[src/rtl/tx_framer.sv]
// tx_framer: buffers encrypted AXI-Stream words and emits header/payload/checksum frames
module tx_framer #(
  parameter int unsigned C_PAYLOAD_WORDS = 16,
  parameter int unsigned C_FIFO_DEPTH = 32,
  parameter logic [7:0] C_SYNC_BYTE = 8'hA5
) (
  input  logic        s_axi_aclk,
  input  logic        s_axi_aresetn,
  input  logic        i_enable,
  input  logic        i_clear,
  input  logic        s_axis_tvalid,
  input  logic [31:0] s_axis_tdata,
  output logic        s_axis_tready,
  output logic        m_axis_tvalid,
  output logic [31:0] m_axis_tdata,
  output logic        m_axis_tlast,
  input  logic        m_axis_tready,
  output logic [15:0] o_frame_count,
  output logic        o_overflow
);
  localparam int AW = $clog2(C_FIFO_DEPTH);
  localparam int CW = AW + 1;
  localparam logic [CW-1:0] P_CNT = CW'(C_PAYLOAD_WORDS);
  localparam logic [CW-1:0] DEPTH = CW'(C_FIFO_DEPTH);
  localparam logic [7:0] P8 = 8'(C_PAYLOAD_WORDS);
  localparam logic [1:0] S_IDLE = 2'd0;
  localparam logic [1:0] S_HDR = 2'd1;
  localparam logic [1:0] S_PAY = 2'd2;
  localparam logic [1:0] S_CHK = 2'd3;
  logic [31:0] mem [C_FIFO_DEPTH];
  logic [AW-1:0] wr_ptr, rd_ptr;
  logic [CW-1:0] fifo_count;
  logic [1:0] state;
  logic [7:0] beat;
  logic [15:0] seq, hdr_seq;
  logic [31:0] sum, hdr, head;
  logic wr, rd, hs, go, elig;
  // Handshakes, FIFO pop and frame-start decisions; the header after a checksum carries the next sequence number
  always_comb begin
    wr = s_axis_tvalid && s_axis_tready;
    hs = m_axis_tvalid && m_axis_tready;
    elig = i_enable && (fifo_count >= P_CNT);
    go = elig && ((state == S_IDLE) || (state == S_CHK && hs));
    rd = hs && ((state == S_HDR) || (state == S_PAY && beat != P8));
    hdr_seq = (state == S_CHK) ? seq + 16'd1 : seq;
    hdr = {C_SYNC_BYTE, P8, hdr_seq};
    head = mem[rd_ptr];
  end
  assign s_axis_tready = (fifo_count != DEPTH);
  // FIFO storage; a full FIFO never accepts a write, so the slot being read is never overwritten
  always_ff @(posedge s_axi_aclk)
    if (wr) mem[wr_ptr] <= s_axis_tdata;
  // FIFO pointers, occupancy and sticky overflow on words offered while full
  always_ff @(posedge s_axi_aclk or negedge s_axi_aresetn)
    if (!s_axi_aresetn) begin
      wr_ptr <= '0;
      rd_ptr <= '0;
      fifo_count <= '0;
      o_overflow <= 1'b0;
    end else begin
      if (wr) wr_ptr <= wr_ptr + 1'b1;
      if (rd) rd_ptr <= rd_ptr + 1'b1;
      fifo_count <= (wr && !rd) ? fifo_count + 1'b1 : (!wr && rd) ? fifo_count - 1'b1 : fifo_count;
      if (i_clear) o_overflow <= 1'b0;
      else if (s_axis_tvalid && !s_axis_tready) o_overflow <= 1'b1;
    end
  // Framing FSM driving the output register; state names the word currently presented
  always_ff @(posedge s_axi_aclk or negedge s_axi_aresetn)
    if (!s_axi_aresetn) begin
      state <= S_IDLE;
      beat <= '0;
      seq <= '0;
      sum <= '0;
      m_axis_tvalid <= 1'b0;
      m_axis_tdata <= '0;
      m_axis_tlast <= 1'b0;
      o_frame_count <= '0;
    end else begin
      if (i_clear) o_frame_count <= '0;
      else if (hs && state == S_CHK) o_frame_count <= o_frame_count + 16'd1;
      if (hs && state == S_CHK) seq <= seq + 16'd1;
      if (go) begin
        state <= S_HDR;
        m_axis_tvalid <= 1'b1;
        m_axis_tdata <= hdr;
        m_axis_tlast <= 1'b0;
        sum <= hdr;
      end else if (hs) begin
        if (rd) begin
          state <= S_PAY;
          m_axis_tdata <= head;
          sum <= sum + head;
          beat <= (state == S_HDR) ? 8'd1 : beat + 8'd1;
        end else if (state == S_PAY) begin
          state <= S_CHK;
          m_axis_tdata <= sum;
          m_axis_tlast <= 1'b1;
        end else begin
          state <= S_IDLE;
          m_axis_tvalid <= 1'b0;
          m_axis_tdata <= '0;
          m_axis_tlast <= 1'b0;
        end
      end
    end
endmodule

[config.mk]
export PLATFORM = sky130hd
export DESIGN_NAME = tx_framer
export DESIGN_NICKNAME = d
export VERILOG_FILES = /design/src/rtl/tx_framer.sv
export SDC_FILE = /design/constraint.sdc
export NUM_CORES = 1
export LEC_CHECK = 0
export BUFFER_PORTS_ARGS = -buffer_cell sky130_fd_sc_hd__clkbuf_2
export CAP_MARGIN = 20
export CORE_MARGIN = 1
export CORE_UTILIZATION = 45
export DETAILED_ROUTE_END_ITERATION = 7
export PLACE_DENSITY_LB_ADDON = 0.25
export SYNTH_ARGS = -nofsm -noshare
export SYNTH_HDL_FRONTEND = slang
export SYNTH_SLANG_ARGS = --single-unit
[constraint.sdc]
create_clock -name s_axi_aclk -period 5.2 [get_ports s_axi_aclk]
set_input_delay 0.52 -clock s_axi_aclk [delete_from_list [all_inputs] [get_ports s_axi_aclk]]
set_output_delay 0.52 -clock s_axi_aclk [all_outputs]
set_load 0.005 [all_outputs]
==> results of run 1 <==
repair_timing:
| action | CTS | global route |
|---|---|---|
| gates resized for setup | 0 | 0 |
| hold buffers | 1 | 0 |
| hold endpoints to repair | 83 | 0 |
power groups by stage:
stage / sequential (mW) / clock [mW] / combinational, mW
3_5_place_dp: 11.5 / 0 / 9.64
3_3_place_gp: 11.5 / 0 / 9.53
5_1_grt: 11.4 / 8.71 / 10.4
6_report: 11.3 / 8.25 / 9.61
4_1_cts: 11.3 / 8.38 / 9.69
2_1_floorplan: 11.3 / 0 / 6.62
critical path: stages, from the launching register on:
cell and delay, ns:
dfrtp_4 0.45, buf_12 0.18, buf_12 0.21, mux4_2 0.52
mux4_2 0.53, mux2_2 0.38, ha_1 0.40, nand2_1 0.10
or2_2 0.35, or3_1 0.31, o221a_2 0.25, a221oi_1 0.52
a211oi_1 0.16, a311o_1 0.30, a31oi_1 0.14
per-stage QoR:
step	utilization (%)	std cells	cell area, µm²
floorplan	-	2347	46400
global placement	48.5	3780	49500
detailed placement	48.5	3780	49500
CTS	52.2	3991	53300
global route	52.2	3992	53300
finish	52.2	3992	53300
cells by family (layout without fill, tap and decap cells):
family	count (synthesis)	count (layout)	share of synthesized area (%)
flip-flops	1149	1149	72.9
AND/OR/NAND/NOR	356	356	3.49
multiplexers	355	355	16.4
AO/OA/AOI/OAI	221	221	3.08
buffers and inverters	136	412	1.27
XOR/XNOR	83	83	1.57
adder cells (fa/ha/maj)	47	47	1.30
other	0	1	0
synth_stat cells, drive strengths merged, types with 5 or more instances:
master	instances
edfxtp	1024
mux4	320
nor2	130
dfrtp	125
nand2	87
clkbuf	69
a21oi	60
o21ai	59
buf	51
ha	45
xnor2	45
xor2	38
nand3	35
nor3	34
mux2	33
a221oi	25
nand4	18
a21o	16
inv	16
or3	13
a211oi	10
a31oi	9
and3	8
o21a	8
and2	5
flip-flops by register name, summed over array words and instances (netlist names):
signal	count
beat	8
fifo_count	6
m_axis_tdata	32
m_axis_tlast	1
m_axis_tvalid	1
mem	1024
o_frame_count	16
o_overflow	1
rd_ptr	5
seq	16
state	2
sum	32
wr_ptr	5
worst paths after layout:
kind                                  startpoint                            end  slack [ns]  cells past startpoint
max                        rd_ptr[0]$_DFFE_PN0N_            sum[31]$_DFFE_PN0P_        0.27                     14
min                                s_axis_tvalid         o_overflow$_DFFE_PN0P_        0.11                      3
max reg2reg                rd_ptr[0]$_DFFE_PN0N_            sum[31]$_DFFE_PN0P_        0.27                     14
min reg2reg                  seq[15]$_DFFE_PN0P_            seq[15]$_DFFE_PN0P_        0.49                      1
max in group asynchronous          s_axi_aresetn    m_axis_tdata[7]$_DFFE_PN0P_        3.58                      3
min in group asynchronous          s_axi_aresetn  o_frame_count[10]$_DFFE_PN0P_        0.45                      2
layout make-up:
| cell class | count | area, µm² | area share, % |
|---|---|---|---|
| sequential | 1149 | 33900 | 63.6 |
| multi-input combinational | 1062 | 12200 | 23.0 |
| clock inverter | 71 | 746 | 1.40 |
| inverter | 16 | 60.1 | 0.113 |
| timing repair buffer | 186 | 1610 | 3.02 |
| clock buffer | 139 | 2990 | 5.61 |
| tap | 1368 | 1710 | 3.21 |
| antenna | 1 | 2.50 | 0.00470 |
layer usage:
metal | wire length [µm] | track usage [%] | vias up | part of all wire [%]
li1 | - | - | 10000 | -
met1 | 47600 | 31.4 | 12800 | 41
met2 | 56400 | 36.5 | 945 | 49
met3 | 8560 | 4.16 | 176 | 7.4
met4 | 2790 | 6.08 | 6 | 2.4
met5 | 134 | 0.741 | - | 0.12
==> metrics.yaml, run 1 <==
fp.dieH_um: 323
synth.distinct_cells: 59
post_cts_buffers: 0
skew_ns: 0.0310
overflow: 0
synth_fp_nets: 2432
critPathArrivalTime_ns: 5.54
vdd_drop_max_mv: 0.298
first_global_vias: 24400
io-pin-count: 90
p_int_mw: 20.1
synth_area_per_cell_um2: 19.8
synth_edf_count: 1024
cts_buffers: 113
switchingPower_mw: 9.09
synth_top_area_share_pct: 66.2
clk_path_buf_depth: 3
critical_path_class: "flop to flop"
rows: 117
root_buffer: "clkbuf_16"
setup_viol: 0
area_delta_synth_final_pct: 14.7
grt_pass1_wl_um: 168000
max_cap_violations: 0
maxSlewHeadroom_pct: 30.0
gr-usage-all-layers_pct: 22.5
seq_area_frac_synth_pct: 72.9
switching_share_pct: 31.2
clk_latency_ns: 0.71
htree_levels: 3
max_freq_ghz: 0.203
synth_cells: 2347
status: "completed"
post-synth-top-area-cell: "edfxtp_1"
power.density_mw_per_mm2: 548
synth-main-ff-cell: "edfxtp_1"
end_kind: "flop"
nFillCells: 7937
synthTopCellsByArea: "edfxtp_1 66%, mux4_2 16%, dfrtp_1 6.7%"
clk_pin_slew_ns: 0.07
min_period_ns: 4.93
routabilityCongestion: 0.848
avgViaCountPerCell: 6.00
final_common_cell: "edfxtp_1"
setup_tns_ns: 0
yosysWarnings: 0
die_w_um: 323
wl_per_cell_um: 28.9
ant_nets: 0
hold_slack_ns: 0.106
antenna_found_initial: 5
clock-sinks: 1149
critPathRequiredTime_ns: 5.81
dp_slack_ns: 0.288
place_hpwl_um: 66900
cts_tree: "yes"
io_buffers: 89
crit_path_max_fanout: 20
nets: 2613
hold_class: "primary input to flop"
clkPwrFrac_pct: 28.3
route.detailed.drc: 0
power_mw: 29.2
setup_slack_ns: 0.270
grt_max_degree: 85
timing_max_transition_violations_final: 0
hold_violations: 0
start_util_pct: 45.5
syn-cell-area_mm2: 0.0464
core-area_mm2: 0.102
drtIter0Drc: 2850
p_comb_share_pct: 32.9
ys_ff_latch: 1149
tightest_slew_ns: 1.05
layout-drive-gt1-share_pct: 28.3
p_seq_share_pct: 38.8
grt_setup_unrepaired: "false"
mostFrequentLayoutCells: "1024 x edfxtp_1, 320 x mux4_2, 120 x dfrtp_1"
ys_async_sr_fraction_pct: 10.9
vias: 24000
finalWirelength_um: 115000
design.die.area_mm2: 0.105
start_kind: "flop"
fin_crit_sh_pct: 94.8
leakagePower_nw: 17.3
dr.pass1.iters: 7
Power figures use the tool's default switching activity.
==> run 2: changes to the inputs <==
- ABC_AREA: default -> 1
==> run 2 against run 1 <==
  * Via count grew 43%
  * Die area grew 5.9%
  * Core utilization shrank 1.2 points
  * Worst hold slack lost 0.015 ns
  * Highest routed layer unchanged
==> metrics.yaml, run 2 <==
critPathArrivalTime_ns: 4.62
setup_tns_ns: 0
io_buffers: 89
synth_area_per_cell_um2: 11.3
largestRegisters: "mem (1024), m_axis_tdata (32), sum (32)"
maxUsedRoutingLayer: "met5"
gr-usage-all-layers_pct: 26.1
critPathRequiredTime_ns: 5.81
ant_nets: 0
wl_per_cell_um: 24.6
design.die.area_mm2: 0.111
ys_top_cells_by_count: "1024 x edfxtp_1, 707 x nor2_1, 701 x nand2_1, 495 x o21ai_0, 236 x nand3_1"
place_hpwl_um: 84600
p_comb_share_pct: 6.2
grt_setup_unrepaired: "false"
max_stage_delay_ns: 0.60
synthTopCellsByArea: "edfxtp_1 62%, dfrtp_1 6.4%, nor2_1 5.4%"
synth.distinct_cells: 51
post_cts_buffers: 0
seq_area_frac_synth_pct: 68.8
layout-drive-gt1-share_pct: 9.16
htree_levels: 3
switching_share_pct: 23.1
io-pin-count: 90
max_cap_violations: 0
ys_ff_latch: 1149
crit_path_max_fanout: 47
finalWirelength_um: 146000
routabilityCongestion: 0.957
clkPwrFrac_pct: 39.7
core-area_mm2: 0.108
synth_edf_count: 1024
cp_num_buf_inv: 2
cts_buffers: 113
end_kind: "flop"
drtIter0Drc: 4094
syn-cell-area_mm2: 0.0492
status: "completed"
route.detailed.drc: 0
timing_max_transition_violations_final: 0
skew_ns: 0.0277
min_period_ns: 4.01
clk_latency_ns: 0.71
power_mw: 19.9
vias: 34300
setup_viol: 0
wl_met2_um: 68600
maxSlewHeadroom_pct: 22.3
hold_class: "primary input to flop"
p_seq_share_pct: 54.1
synth-main-ff-cell: "edfxtp_1"
p_int_mw: 15.3
fp.dieH_um: 333
synth.most_common_cell: "edfxtp_1"
top_register: "mem"
critical_path_class: "flop to flop"
dr.pass1.iters: 7
die_w_um: 333
power.density_mw_per_mm2: 362
mostFrequentLayoutCells: "1024 x edfxtp_1, 701 x nand2_1, 676 x nor2_1"
final_common_cell: "edfxtp_1"
ys_async_sr_fraction_pct: 10.9
clock-sinks: 1149
switchingPower_mw: 4.59
rows: 120
crit_chain: "buf_4, o21ai_0, o211ai_1, nand3_1, nand2_1, nand2_1, inv_1, ha_1, fa_1, nand2_1, o21ai_1, a21oi_1, o21ai_0, nand3_1, nand2_1, nand2_1, nand3_1, nand2_1"
root_buffer: "clkbuf_16"
largest_reg_flops: 1024
hold_violations: 0
clk_path_buf_depth: 3
area_delta_synth_final_pct: 11.6
diodes: 0
nets: 4524
cp_common_cell: "nand2_1"
yosysWarnings: 0
clk_pin_slew_ns: 0.07
post-synth-top-area-cell: "edfxtp_1"
critPathSlowestCell: "dfrtp_4"
vdd_drop_max_mv: 0.250
grt_max_degree: 161
path_delay_family: "compound AO/OA/AOI/OAI gates"
drt-met1-wl_um: 60100
synth_cells: 4370
start_kind: "flop"
cts_tree: "yes"
dr_wl_met3_um: 12300
overflow: 0
synth_top_area_share_pct: 62.5
first_global_vias: 31600
grt_pass1_wl_um: 212000
tightest_slew_ns: 1.16
synth_fp_nets: 4455
antenna_found_initial: 2
start_util_pct: 45.7
leakagePower_nw: 19.9
avgViaCountPerCell: 5.79
fin_crit_sh_pct: 77.2
max_freq_ghz: 0.249
## run 2: final timing paths
| kind | startpoint | end | slack (ns) | cells after the start |
|---|---|---|---|---|
| max | rd_ptr[1]$_DFFE_PN0N_ | sum[30]$_DFFE_PN0P_ | 1.19 | 18 |
| max reg2reg | rd_ptr[1]$_DFFE_PN0N_ | sum[30]$_DFFE_PN0P_ | 1.19 | 18 |
| min reg2reg | m_axis_tdata[22]$_DFFE_PN0P_ | m_axis_tdata[22]$_DFFE_PN0P_ | 0.48 | 2 |
| min | s_axis_tvalid | o_overflow$_DFFE_PN0P_ | 0.09 | 3 |
| min in group asynchronous | s_axi_aresetn | seq[13]$_DFFE_PN0P_ | 0.48 | 2 |
| max in group asynchronous | s_axi_aresetn | rd_ptr[1]$_DFFE_PN0N_ | 3.80 | 3 |
## run 2: area by class of cell
type / instances / area, µm²
clock inverter: 60 / 514
multi-input combinational: 2759 / 13400
fill: 9364 / 52900
sequential: 1149 / 33900
tap: 1403 / 1760
inverter: 225 / 861
timing repair buffer: 191 / 1530
clock buffer: 146 / 2980
## run 2: repair_timing
action	in CTS	in global routing
endpoints found under the hold margin	82	0
resized for setup	0	0
hold buffers	1	0
## run 2: cell families after synthesis
| group | Yosys count | share of synthesized area (%) |
|---|---|---|
| and+or+nand+nor | 1750 | 14.6 |
| DFF | 1149 | 68.8 |
| AOI/OAI and AO/OA | 941 | 10.6 |
| buffers and inverters | 462 | 4.45 |
| adders and majority gates | 47 | 1.23 |
| xor gates and xnor gates | 21 | 0.374 |
## run 2: worst min-delay path, cell delays in order
cell      delay [ns]
clkbuf_2        0.09
a21oi_1         0.06
nor2_1          0.08
## run 2: per-layer routing
metal	vias up	GRT usage, %
met5	-	0
met3	278	3.82
met1	17000	36.3
met4	2	8.67
met2	1522	42.0
li1	15600	-
## run 2: power groups by stage
stage	Combinational [mW]	Clock (mW)	Sequential [mW]
after floorplan	0.522	0	10.9
after CTS	1.23	7.98	10.7
after global routing	1.31	8.31	10.8
after global placement	1.21	0	10.9
final	1.23	7.89	10.7
after detailed placement	1.23	0	10.9
## run 2: per-stage QoR
stage	setup slack (ns)	utilization, %	instances	hold slack (ns)	area [µm²]
final	1.19	50.9	5933	0.0912	54900
after CTS	1.27	50.9	5933	0.0413	54900
after global routing	0.937	50.9	5933	0.0732	54900
after floorplan	1.73	-	4370	0.224	49200
after global placement	1.25	47.7	5726	0.469	51400
after detailed placement	1.28	47.7	5726	0.469	51400
